`src/rtl/adapter_pkg.sv`:
```
// adapter_pkg: FSM state encoding and defaults shared by both ends of the credit link
package adapter_pkg;
  typedef enum logic [2:0] {
    IDLE       = 3'd0,
    WRITE      = 3'd1,
    READ       = 3'd2,
    WRITE_RESP = 3'd3,
    READ_RESP  = 3'd4
  } state_t;
  localparam int DEPTH_DEF = 16;
  localparam int CRD_W_DEF = 7;
  localparam int LEN_W_DEF = 8;
  localparam int DATA_W_DEF = 64;
endpackage

```
`src/rtl/adapter_resp_if.sv`:
```
// adapter_resp_if: link, memory and status signals of the responder adapter; ADAPTER_RESP_STATS_EN adds beat counters
interface adapter_resp_if #(parameter int DATA_W = 64, parameter int LEN_W = 8);
  logic              wr_req, rd_req, cmd_valid, cmd_last, cmd_ready, crd;
  logic [LEN_W-1:0]  rd_len;
  logic [DATA_W-1:0] cmd_data, mem_data, mem_rd_data, rsp_data;
  logic              mem_valid, mem_ready, mem_rd_valid, mem_rd_ready, rsp_valid;
  logic              rd_crd, wr_resp, rd_resp, err;
  logic [2:0]        state;
`ifdef ADAPTER_RESP_STATS_EN
  logic [15:0]       wr_beats, rd_beats;
`endif
  modport master (
`ifdef ADAPTER_RESP_STATS_EN
    input wr_beats, rd_beats,
`endif
    output wr_req, rd_req, rd_len, cmd_valid, cmd_data, cmd_last, mem_ready,
    output mem_rd_valid, mem_rd_data, rd_crd,
    input cmd_ready, crd, mem_valid, mem_data, mem_rd_ready, rsp_valid, rsp_data,
    input wr_resp, rd_resp, err, state
  );
  modport slave (
`ifdef ADAPTER_RESP_STATS_EN
    output wr_beats, rd_beats,
`endif
    input wr_req, rd_req, rd_len, cmd_valid, cmd_data, cmd_last, mem_ready,
    input mem_rd_valid, mem_rd_data, rd_crd,
    output cmd_ready, crd, mem_valid, mem_data, mem_rd_ready, rsp_valid, rsp_data,
    output wr_resp, rd_resp, err, state
  );
endinterface

```
`src/rtl/adapter_resp_fifo.sv`:
```
// adapter_resp_fifo: sync write buffer, wrap-bit pointers; push while full succeeds only alongside a pop
module adapter_resp_fifo #(
  parameter int DATA_W = 64,
  parameter int DEPTH  = 16
) (
  input  logic              clk,
  input  logic              rst,
  input  logic              push,
  input  logic [DATA_W-1:0] din,
  input  logic              pop,
  output logic [DATA_W-1:0] dout,
  output logic              full,
  output logic              empty
);
  localparam int AW = $clog2(DEPTH);
  logic [DATA_W-1:0] mem [DEPTH];
  logic [AW:0] wp, rp;
  logic do_push, do_pop;
  assign empty = wp == rp;
  assign full = (wp[AW] != rp[AW]) && (wp[AW-1:0] == rp[AW-1:0]);
  assign do_pop = pop && !empty;
  assign do_push = push && (!full || do_pop);
  assign dout = mem[rp[AW-1:0]];
  always_ff @(posedge clk) begin
    if (rst) begin
      wp <= '0;
      rp <= '0;
    end else begin
      wp <= wp + (AW+1)'(do_push);
      rp <= rp + (AW+1)'(do_pop);
    end
  end
  always_ff @(posedge clk) begin
    if (do_push) mem[wp[AW-1:0]] <= din;
  end
endmodule

```
`src/rtl/adapter_resp_core.sv`:
```
// adapter_resp_core: responder end of the credit link; buffers writes, credit-gates reads (ADAPTER_RESP_STATS_EN adds beat counters)
module adapter_resp_core
  import adapter_pkg::*;
#(
  parameter int DATA_W = DATA_W_DEF,
  parameter int DEPTH  = DEPTH_DEF,
  parameter int CRD_W  = CRD_W_DEF,
  parameter int LEN_W  = LEN_W_DEF
) (
  input logic clk,
  input logic rst,
  adapter_resp_if.slave bus
);
  state_t state;
  logic last_seen, full, empty, push, pop, beat, crd_q, err_q;
  logic [LEN_W-1:0] beats_left;
  logic [CRD_W-1:0] rd_crd_cnt;
  assign push = state == WRITE && bus.cmd_valid && !full;
  assign pop = !empty && bus.mem_ready;
  assign beat = state == READ && bus.mem_rd_valid && rd_crd_cnt != '0;
  adapter_resp_fifo #(.DATA_W(DATA_W), .DEPTH(DEPTH)) u_fifo (
    .clk(clk), .rst(rst), .push(push), .din(bus.cmd_data), .pop(pop),
    .dout(bus.mem_data), .full(full), .empty(empty)
  );
  assign bus.cmd_ready = state == WRITE && !full;
  assign bus.mem_valid = !empty;
  assign bus.mem_rd_ready = beat;
  assign bus.rsp_valid = beat;
  assign bus.rsp_data = bus.mem_rd_data;
  assign bus.wr_resp = state == WRITE_RESP;
  assign bus.rd_resp = state == READ_RESP;
  assign bus.crd = crd_q;
  assign bus.err = err_q;
  assign bus.state = state;
  always_ff @(posedge clk) begin
    if (rst) begin
      state <= IDLE;
      last_seen <= 1'b0;
      beats_left <= '0;
      rd_crd_cnt <= '0;
      crd_q <= 1'b0;
      err_q <= 1'b0;
    end else begin
      crd_q <= pop;
      if (state == WRITE && bus.cmd_valid && full) err_q <= 1'b1;
      // a credit arriving with a sent beat nets to zero, including at saturation
      if (state == IDLE) rd_crd_cnt <= '0;
      else if (bus.rd_crd && !beat && rd_crd_cnt != '1) rd_crd_cnt <= rd_crd_cnt + 1'b1;
      else if (beat && !bus.rd_crd) rd_crd_cnt <= rd_crd_cnt - 1'b1;
      if (push && bus.cmd_last) last_seen <= 1'b1;
      if (beat) beats_left <= beats_left - 1'b1;
      case (state)
        IDLE: begin
          last_seen <= 1'b0;
          if (bus.rd_req) begin
            state <= READ;
            beats_left <= bus.rd_len == '0 ? LEN_W'(1) : bus.rd_len;
          end else if (bus.wr_req) state <= WRITE;
        end
        WRITE: if (last_seen && empty) state <= WRITE_RESP;
        READ: if (beat && beats_left == LEN_W'(1)) state <= READ_RESP;
        WRITE_RESP, READ_RESP: state <= IDLE;
        default: state <= IDLE;
      endcase
    end
  end
`ifdef ADAPTER_RESP_STATS_EN
  logic [15:0] wr_beats_q, rd_beats_q;
  assign bus.wr_beats = wr_beats_q;
  assign bus.rd_beats = rd_beats_q;
  always_ff @(posedge clk) begin
    if (rst) begin
      wr_beats_q <= '0;
      rd_beats_q <= '0;
    end else begin
      if (push && wr_beats_q != 16'hFFFF) wr_beats_q <= wr_beats_q + 1'b1;
      if (beat && rd_beats_q != 16'hFFFF) rd_beats_q <= rd_beats_q + 1'b1;
    end
  end
`endif
endmodule
```
`src/flat_wrapper.sv`:
```
// flat-port wrapper written by rule: the top's interface ports become plain ports
module adapter_resp_core_flat import adapter_pkg::*;
#(
  parameter int DATA_W = DATA_W_DEF,
  parameter int DEPTH  = DEPTH_DEF,
  parameter int CRD_W  = CRD_W_DEF,
  parameter int LEN_W  = LEN_W_DEF
)
  (clk, rst, bus_wr_req, bus_rd_req, bus_rd_len, bus_cmd_valid, bus_cmd_data, bus_cmd_last, bus_mem_ready, bus_mem_rd_valid, bus_mem_rd_data, bus_rd_crd, bus_cmd_ready, bus_crd, bus_mem_valid, bus_mem_data, bus_mem_rd_ready, bus_rsp_valid, bus_rsp_data, bus_wr_resp, bus_rd_resp, bus_err, bus_state);
  adapter_resp_if #(.DATA_W(DATA_W), .LEN_W(LEN_W)) bus_i ();
  input logic clk;
  input logic rst;
  input wire logic [$bits(bus_i.wr_req)-1:0] bus_wr_req;
  input wire logic [$bits(bus_i.rd_req)-1:0] bus_rd_req;
  input wire logic [$bits(bus_i.rd_len)-1:0] bus_rd_len;
  input wire logic [$bits(bus_i.cmd_valid)-1:0] bus_cmd_valid;
  input wire logic [$bits(bus_i.cmd_data)-1:0] bus_cmd_data;
  input wire logic [$bits(bus_i.cmd_last)-1:0] bus_cmd_last;
  input wire logic [$bits(bus_i.mem_ready)-1:0] bus_mem_ready;
  input wire logic [$bits(bus_i.mem_rd_valid)-1:0] bus_mem_rd_valid;
  input wire logic [$bits(bus_i.mem_rd_data)-1:0] bus_mem_rd_data;
  input wire logic [$bits(bus_i.rd_crd)-1:0] bus_rd_crd;
  output wire logic [$bits(bus_i.cmd_ready)-1:0] bus_cmd_ready;
  output wire logic [$bits(bus_i.crd)-1:0] bus_crd;
  output wire logic [$bits(bus_i.mem_valid)-1:0] bus_mem_valid;
  output wire logic [$bits(bus_i.mem_data)-1:0] bus_mem_data;
  output wire logic [$bits(bus_i.mem_rd_ready)-1:0] bus_mem_rd_ready;
  output wire logic [$bits(bus_i.rsp_valid)-1:0] bus_rsp_valid;
  output wire logic [$bits(bus_i.rsp_data)-1:0] bus_rsp_data;
  output wire logic [$bits(bus_i.wr_resp)-1:0] bus_wr_resp;
  output wire logic [$bits(bus_i.rd_resp)-1:0] bus_rd_resp;
  output wire logic [$bits(bus_i.err)-1:0] bus_err;
  output wire logic [$bits(bus_i.state)-1:0] bus_state;
  assign bus_i.wr_req = bus_wr_req;
  assign bus_i.rd_req = bus_rd_req;
  assign bus_i.rd_len = bus_rd_len;
  assign bus_i.cmd_valid = bus_cmd_valid;
  assign bus_i.cmd_data = bus_cmd_data;
  assign bus_i.cmd_last = bus_cmd_last;
  assign bus_i.mem_ready = bus_mem_ready;
  assign bus_i.mem_rd_valid = bus_mem_rd_valid;
  assign bus_i.mem_rd_data = bus_mem_rd_data;
  assign bus_i.rd_crd = bus_rd_crd;
  assign bus_cmd_ready = bus_i.cmd_ready;
  assign bus_crd = bus_i.crd;
  assign bus_mem_valid = bus_i.mem_valid;
  assign bus_mem_data = bus_i.mem_data;
  assign bus_mem_rd_ready = bus_i.mem_rd_ready;
  assign bus_rsp_valid = bus_i.rsp_valid;
  assign bus_rsp_data = bus_i.rsp_data;
  assign bus_wr_resp = bus_i.wr_resp;
  assign bus_rd_resp = bus_i.rd_resp;
  assign bus_err = bus_i.err;
  assign bus_state = bus_i.state;
  adapter_resp_core #(.DATA_W(DATA_W), .DEPTH(DEPTH), .CRD_W(CRD_W), .LEN_W(LEN_W)) u_core (.clk(clk), .rst(rst), .bus(bus_i));
endmodule
```
`config.mk`:
```
export PLATFORM = sky130hd
export DESIGN_NAME = adapter_resp_core_flat
export DESIGN_NICKNAME = d
export VERILOG_FILES = /design/src/rtl/adapter_pkg.sv /design/src/rtl/adapter_resp_if.sv /design/src/rtl/adapter_resp_fifo.sv /design/src/rtl/adapter_resp_core.sv /design/src/flat_wrapper.sv
export SDC_FILE = /design/constraint.sdc
export NUM_CORES = 1
export LEC_CHECK = 0
export BUFFER_PORTS_ARGS = -buffer_cell sky130_fd_sc_hd__buf_2
export CAP_MARGIN = 20
export CORE_MARGIN = 4
export CORE_UTILIZATION = 30
export CTS_CLUSTER_DIAMETER = 120
export DETAILED_ROUTE_END_ITERATION = 12
export HOLD_SLACK_MARGIN = 0.12
export PLACE_DENSITY_LB_ADDON = 0.15
export SLEW_MARGIN = 10
export SYNTH_ARGS = -nofsm -noshare
export SYNTH_HDL_FRONTEND = slang
export SYNTH_HIERARCHICAL = 1
export SYNTH_SLANG_ARGS = --single-unit
```
`constraint.sdc`:
```
create_clock -name clk -period 30.6 [get_ports clk]
set_input_delay 6.12 -clock clk [delete_from_list [all_inputs] [get_ports clk]]
set_output_delay 6.12 -clock clk [all_outputs]
set_load 0.01 [all_outputs]
```
==> summary.txt, run 1 <==
Run status
  – Status: finished clean

STA
  – Setup TNS: 0 ns
  – RSZ-0062 raised after global routing: false
  – Worst-Margin Slew: 1.10 ns
  – Final setup vio count: 0
  – Clock Skews: 0.0254 ns
  – Final Slew Violations: 0
  – Max Fclk: ~0.074 GHz
  – Hold Vio Cnt, Final: 0
  – Rel. slew slack: 0.268
  – Final period util: 0.441
  – Fin crit period: roughly 13 ns

Clocking
  – Clk sinks: about 1,100
  – Root buf cell: clkbuf_16
  – Worst-path clk slew: 0.06 ns
  – CTS tree: built
  – Clk_lat worst skew: around 0.73 ns
  – PostCTS Resize Cnt: 0
  – Max Root-Sink Buffers: 3
  – # hold bufs at CTS: 0
  – TritonCTS buffer count: between 100 and 150
  – H-tree Lvls: 3
  – Postcts setup bufs: 0

Routing
  – Vias per cell: 5.01
  – Via count: 20,205
  – 1st-iter DRT viols: 1,330
  – Routed Antenna Nets: 0
  – Pre-antenna DRT Iters: 5
  – Drt wl/cell: about 27 um
  – WL final: between 100,000 and 150,000 um
  – DRC: 0

Global route
  – Grt ovf: 0
  – Pin count of the biggest net entering global routing: 139
  – Vias in the first global route: 20,815
  – Initial antenna violation count: 26
  – GRT Util Overall: 0.148
  – First-pass GRT wire length: 154,000 um

Worst hold path
  – Worst Hold Class: register to register

Die
  – Starting Density: 0.302
  – Core area: 138,000 sq um
  – Row Count: ~140
  – Height of the die: 381 um
  – DIE WIDTH: 381 um
  – I/O pin total: 284
  – Die area: 145,000 sq um

Placement
  – Routability Congestion: just under 0.7
  – IO buf count: 155
  – HPWL after DPL: approximately 54,000 um

Cells and area
  – Share of layout cells above drive strength 1: 0.247
  – Register area: 31,400 sq um
  – Filler cell count: 12,714
  – Layout Utilization: 0.347
  – Final #Nets: 2,303
  – Area of the multi-input gates: 9190 sq um
  – Layout area overhead: 14.8%

Synthesis
  – Register area share after synthesis: 0.754
  – Syn Nets: 2,158
  – Fraction of registers with async set/reset: 0
  – Syn Area/Cell: 20.8 sq um
  – Area leader, netlist: edfxtp_1
  – Top post-synthesis cells by count: edfxtp_1 (1,024), mux2i_1 (196), mux4_2 (158)
  – Synth Cell Area: 41,600 sq um
  – Yosys reg bits: 1,055
  – Number of synthesized flops with an enable pin: 1,024
  – Most frequent cell after synthesis: edfxtp_1
  – Yosys Warn Count: 6
  – Yosys cell types: 59
  – Top-area cell type share of the netlist area: 0.739
  – Top post-synthesis cells by area: edfxtp_1 (74%), mux4_2 (8.5%), mux2i_1 (4.7%)
  – Top FF cell, synth: edfxtp_1
  – Cells after synthesis: 2,000

Worst setup path
  – CP cell instances: buf_2, inv_1, a211oi_2, buf_2
  – CP most frequent cell: buf_2
  – Crit path largest cell delay: approximately 0.80 ns
  – CP max-delay cell: a211oi_2
  – Crit path max-delay family: compound AO/OA/AOI/OAI gates
  – Worst Path Buf+Inv: 3
  – CP Class: input port to output port
  – Startpoint types: input port
  – Crit end category: output port
  – Critical path required time: 24.48 ns
  – Worst Path Arrival: 7.37 ns
  – Crit Path Max Fanout: 13

Pwr
  – VDD IR-drop max: 0.0000540 V
  – PwrDens: 63.1 nW/um^2
  – Leakage: 14.2 nW

Run
  – Max_cap viols: 0
[cell type report]
cell class,count,area share
multi-input combinational,760,0.192
antenna,6,0.000314
inverter,10,0.000812
tap,1794,0.0470
sequential,1055,0.657
timing repair buffer,204,0.0249
clock inverter,71,0.0169
clock buffer,135,0.0613
[tightest hold or removal path: stages, from the launching register on]
cell and delay [ns]:
dfxtp_1 0.33, a21oi_1 0.04, nor2_1 0.07
[registers in the layout, summed over array words and instances, names as in the netlist]
name	flops
u_core/rd_crd_cnt	7
u_core/u_fifo/rp	5
u_core/bus.err	1
u_core/u_fifo/mem	1024
u_core/u_fifo/wp	5
u_core/bus.state	3
u_core/bus.crd	1
u_core/beats_left	8
u_core/last_seen	1
[cell families (layout without fill, tap and decap cells)]
family	after synthesis	count (layout)	share of synthesized area
xor gates and xnor gates	19	19	0.00400
AOI/OAI and AO/OA	227	227	0.0385
buffers and inverters	185	420	0.0295
DFF	1055	1055	0.754
other	0	6	0
muxes	391	391	0.155
adders and majority gates	13	13	0.00409
and+or+nand+nor	110	110	0.0154
[routing by layer]
layer	vias up	global-route usage	share of wire
li1	8642	-	-
met1	10838	0.188	0.42
met2	486	0.256	0.50
met3	223	0.0296	0.050
met4	16	0.0429	0.024
met5	-	0	0.00096
[final timing paths]
kind | from | endpoint | slack (ns) | depth (start not counted)
worst max-delay path | bus_mem_rd_valid | bus_rsp_valid | 17.11 | 4
worst min-delay path | u_core/last_seen$_SDFFE_PP0P_ | u_core/last_seen$_SDFFE_PP0P_ | 0.47 | 2
worst max register to register | u_core/u_fifo/rp[3]$_SDFF_PP0_ | u_core/u_fifo/mem[6][28]$_DFFE_PP_ | 26.15 | 10
worst min register to register | u_core/last_seen$_SDFFE_PP0P_ | u_core/last_seen$_SDFFE_PP0P_ | 0.47 | 2
[metrics by stage]
step | area [sq um] | hold slack (ns) | setup slack, ns | instances | power [W]
after floorplan | 41600 | 0.437 | 16.59 | 2000 | 0.00166
after global placement | 44000 | 0.459 | 17.10 | 3821 | 0.00168
after detailed placement | 44000 | 0.458 | 17.10 | 3821 | 0.00169
after CTS | 47700 | 0.475 | 17.09 | 4027 | 0.00306
after global routing | 47800 | 0.531 | 16.98 | 4029 | 0.00313
final | 47800 | 0.471 | 17.11 | 4035 | 0.00302
[cells in the final DEF (no fill, tap or decap), drive strengths merged, types with 3 or more instances in the layout]
master / count
a211oi: 8
a21oi: 6
a22oi: 64
a311oi: 3
a32oi: 64
buf: 204
bufinv: 13
clkbuf: 135
clkinv: 55
dfxtp: 31
diode: 6
edfxtp: 1024
ha: 12
inv: 12
mux2i: 197
mux4: 192
nand2: 6
nand2b: 5
nand3: 8
nand4: 4
nand4b: 3
nor2: 38
nor2b: 9
nor3: 4
nor3b: 6
nor4: 3
nor4b: 9
nor4bb: 3
o21ai: 72
or3: 3
xnor2: 12
xor2: 7
[where the power goes]
part | switching (W) | internal [W]
clock network | 0.000567 | 0.000795
registers | 0.00000440 | 0.00159
logic | 0.0000416 | 0.0000207
total | 0.000613 | 0.00241
Power figures use the tool's default switching activity.
==> run 2, diff against run 1 <==
--- a/config.mk
+++ b/config.mk
@@ -5,6 +5,7 @@
 export SDC_FILE = /design/constraint.sdc
 export NUM_CORES = 1
 export LEC_CHECK = 0
+export ABC_AREA = 1
 export BUFFER_PORTS_ARGS = -buffer_cell sky130_fd_sc_hd__buf_2
 export CAP_MARGIN = 20
 export CORE_MARGIN = 4
==> constraint.sdc (replaced) <==
create_clock -name clk -period 13.8 [get_ports clk]
set_input_delay 2.76 -clock clk [delete_from_list [all_inputs] [get_ports clk]]
set_output_delay 2.76 -clock clk [all_outputs]
set_load 0.01 [all_outputs]
==> run 2 against run 1 <==
Register-to-register slack lost 18 ns. Routed wire length grew 16%. Non-clock buffer count grew 2. Utilization shrank 0.27 points. Highest routed layer unchanged. Combinational power grew to 6.7 times the previous value. Critical path depth grew 6. Clock-buffer cell count grew 17. Critical path type is now register to output port.
==> summary.txt, run 2 <==
Run status
  – Status: finished clean

STA
  – Max Fclk: 0.125 GHz
  – Rel. slew slack: 0.0935
  – RSZ-0062 raised after global routing: false
  – Final setup vio count: 0
  – Fin crit period: 7.98 ns
  – Clock Skews: 0.0291 ns
  – Hold Vio Cnt, Final: 0
  – Setup TNS: 0 ns
  – Final period util: 0.578
  – Worst-Margin Slew: 1.36 ns
  – Final Slew Violations: 0

Cells and area
  – Layout area overhead: 13.9%
  – Most frequent cells in the layout: nor2_1 (1,066), edfxtp_1 (1,024), nand2_1 (469)
  – Share of layout cells above drive strength 1: 0.106
  – Final #Nets: about 4,000
  – Commonest non-fill, non-tap cell in the layout: nor2_1
  – Filler cell count: about 14,000
  – Non-Filler Instances: 5,896
  – Max reg flops: just over 1,000

Worst setup path
  – Reg-to-reg slack, setup: 8.09 ns
  – Crit path largest cell delay: 0.91 ns
  – R2r worst-path depth: 14
  – Crit end category: output port
  – Worst Path Buf+Inv: 4
  – CP max-delay cell: buf_4
  – CP cell instances: buf_4, buf_12, buf_4, nor2_1, nor2_1, o21ai_0, nand3_1, nand3_1, nand2_1, buf_2
  – Crit path max-delay family: buffers and inverters
  – Critical path required time: 11.04 ns
  – Launching point of the worst reg2reg path: u_core/u_fifo/rp[2]$_SDFF_PP0_
  – Startpoint types: register
  – Reg-to-Reg End: u_core/u_fifo/mem[6][23]$_DFFE_PP_
  – CP Class: register to output port
  – Worst Path Arrival: 5.22 ns
  – Crit Path Max Fanout: 170

Die
  – Core area: 144,000 sq um
  – Starting Density: 0.303
  – Height of the die: 389 um
  – Die area: about 150,000 sq um
  – Row Count: roughly 140
  – I/O pin total: 284
  – DIE WIDTH: 389 um

Run
  – Max_cap viols: 0

Worst hold path
  – Hold Crit Start: u_core/bus.err$_SDFFE_PP0P_
  – Worst Hold Class: register to register
  – Hold depth: 2
  – WHS Endpoint: u_core/bus.err$_SDFFE_PP0P_

Synthesis
  – Yosys Warn Count: 6
  – Yosys cell types: 35
  – Cells after synthesis: 3,833
  – Fraction of registers with async set/reset: 0
  – Top FF cell, synth: edfxtp_1
  – Top post-synthesis cells by area: edfxtp_1 (71%), nor2_1 (9.3%), o21ai_0 (5.3%)
  – Syn Area/Cell: 11.4 sq um
  – Top-area cell type share of the netlist area: 0.707
  – Synth Cell Area: 43,500 sq um
  – Number of synthesized flops with an enable pin: about 1,000
  – Yosys reg bits: 1,055
  – Top post-synthesis cells by count: nor2_1 (1,083), edfxtp_1 (1,024), nand2_1 (469)
  – Most frequent cell after synthesis: nor2_1
  – Area leader, netlist: edfxtp_1
  – Syn Nets: 3,991
  – Register area share after synthesis: 0.721

Global route
  – First-pass GRT wire length: between 150,000 and 200,000 um
  – Vias in the first global route: 26,725
  – Pin count of the biggest net entering global routing: 173
  – GRT Util Overall: 0.164
  – Grt ovf: 0
  – Initial antenna violation count: 21

Pwr
  – PnR Total Power: 0.00707 W
  – PwrDens: 143 nW/um^2
  – Leakage: ~18 nW
  – VDD IR-drop max: 0.0000999 V

Clocking
  – TritonCTS buffer count: roughly 120
  – # hold bufs at CTS: 0
  – CTS tree: built
  – Clk_lat worst skew: 0.73 ns
  – H-tree Lvls: 3
  – Root buf cell: clkbuf_16
  – Clk sinks: 1,055
  – Max Root-Sink Buffers: 3
  – PostCTS Resize Cnt: 0
  – Postcts setup bufs: 0
  – Worst-path clk slew: roughly 0.06 ns

Routing
  – Routed Antenna Nets: 0
  – Vias per cell: about 4.7
  – DRC: 0
  – WL final: 127,000 um
  – 1st-iter DRT viols: 1,777
  – Via count: 27,666
  – Pre-antenna DRT Iters: 5
  – Drt wl/cell: 21.5 um

Placement
  – Routability Congestion: 0.748
  – HPWL after DPL: 60,700 um
  – IO buf count: roughly 160
  – Inst Count DP: 5,667
-- run 2: power by group --
group | total (W) | internal (W) | switching, W
clock | 0.00306 | 0.00177 | 0.00129
sequential | 0.00359 | 0.00356 | 0.0000261
combinational | 0.000416 | 0.000125 | 0.000291
-- run 2: final cells by class --
| class | count | area [sq um] | area share |
|---|---|---|---|
| diodes | 5 | 12.5 | 0.000253 |
| clock buffers | 152 | 3140 | 0.0635 |
| clock inverters | 72 | 619 | 0.0125 |
| inverters | 133 | 531 | 0.0107 |
| multi-input cells | 2370 | 10300 | 0.208 |
| flip-flops and latches | 1055 | 31400 | 0.633 |
| well taps | 1903 | 2380 | 0.0481 |
| repair buffers | 206 | 1180 | 0.0239 |
-- run 2: routing by layer --
metal	global-route usage	vias to the layer above	wire, um
met4	0.0442	8	2730
met2	0.271	486	59200
met5	0	-	51
met1	0.226	13774	59500
li1	-	13202	-
met3	0.0242	196	5140
-- run 2: stage by stage --
stage / hold WS (ns) / utilization / setup slack (ns) / area (sq um)
CTS: 0.453 / 0.344 / 5.78 / 49500
global route: 0.490 / 0.344 / 5.53 / 49500
floorplan: 0.432 / - / 7.34 / 43500
finish: 0.447 / 0.344 / 5.82 / 49500
detailed placement: 0.444 / 0.318 / 6.61 / 45800
global placement: 0.439 / 0.318 / 6.61 / 45800
-- run 2: cell families after synthesis --
group                    count (synthesis)  share of synthesized area
AO/OA/AOI/OAI                          548                     0.0637
XOR/XNOR                                10                    0.00201
adder cells (fa/ha/maj)                 13                    0.00391
buffers and inverters                  408                     0.0455
flip-flops                            1055                      0.721
AND/OR/NAND/NOR                       1799                      0.164
-- run 2: worst max path at each step --
stage	startpoint	endpoint	slack (ns)	cells after the start
after floorplan	bus_mem_ready	u_core/u_fifo/mem[10][0]$_DFFE_PP_	7.34	7
final	u_core/u_fifo/rp[0]$_SDFF_PP0_	bus_mem_data[57]	5.82	10
after CTS	u_core/u_fifo/rp[0]$_SDFF_PP0_	bus_mem_data[57]	5.78	10
after global placement	u_core/u_fifo/rp[0]$_SDFF_PP0_	bus_mem_data[57]	6.61	10
after global routing	u_core/u_fifo/rp[0]$_SDFF_PP0_	bus_mem_data[57]	5.53	10
after detailed placement	u_core/u_fifo/rp[0]$_SDFF_PP0_	bus_mem_data[57]	6.61	10
-- run 2: worst min-delay path, delay by kind of cell, from the launching register on --
kind / cells / cell delay (ns)
AOI/OAI and AO/OA: 1 / 0.05
buffers and inverters: 1 / 0.05
DFF: 1 / 0.30
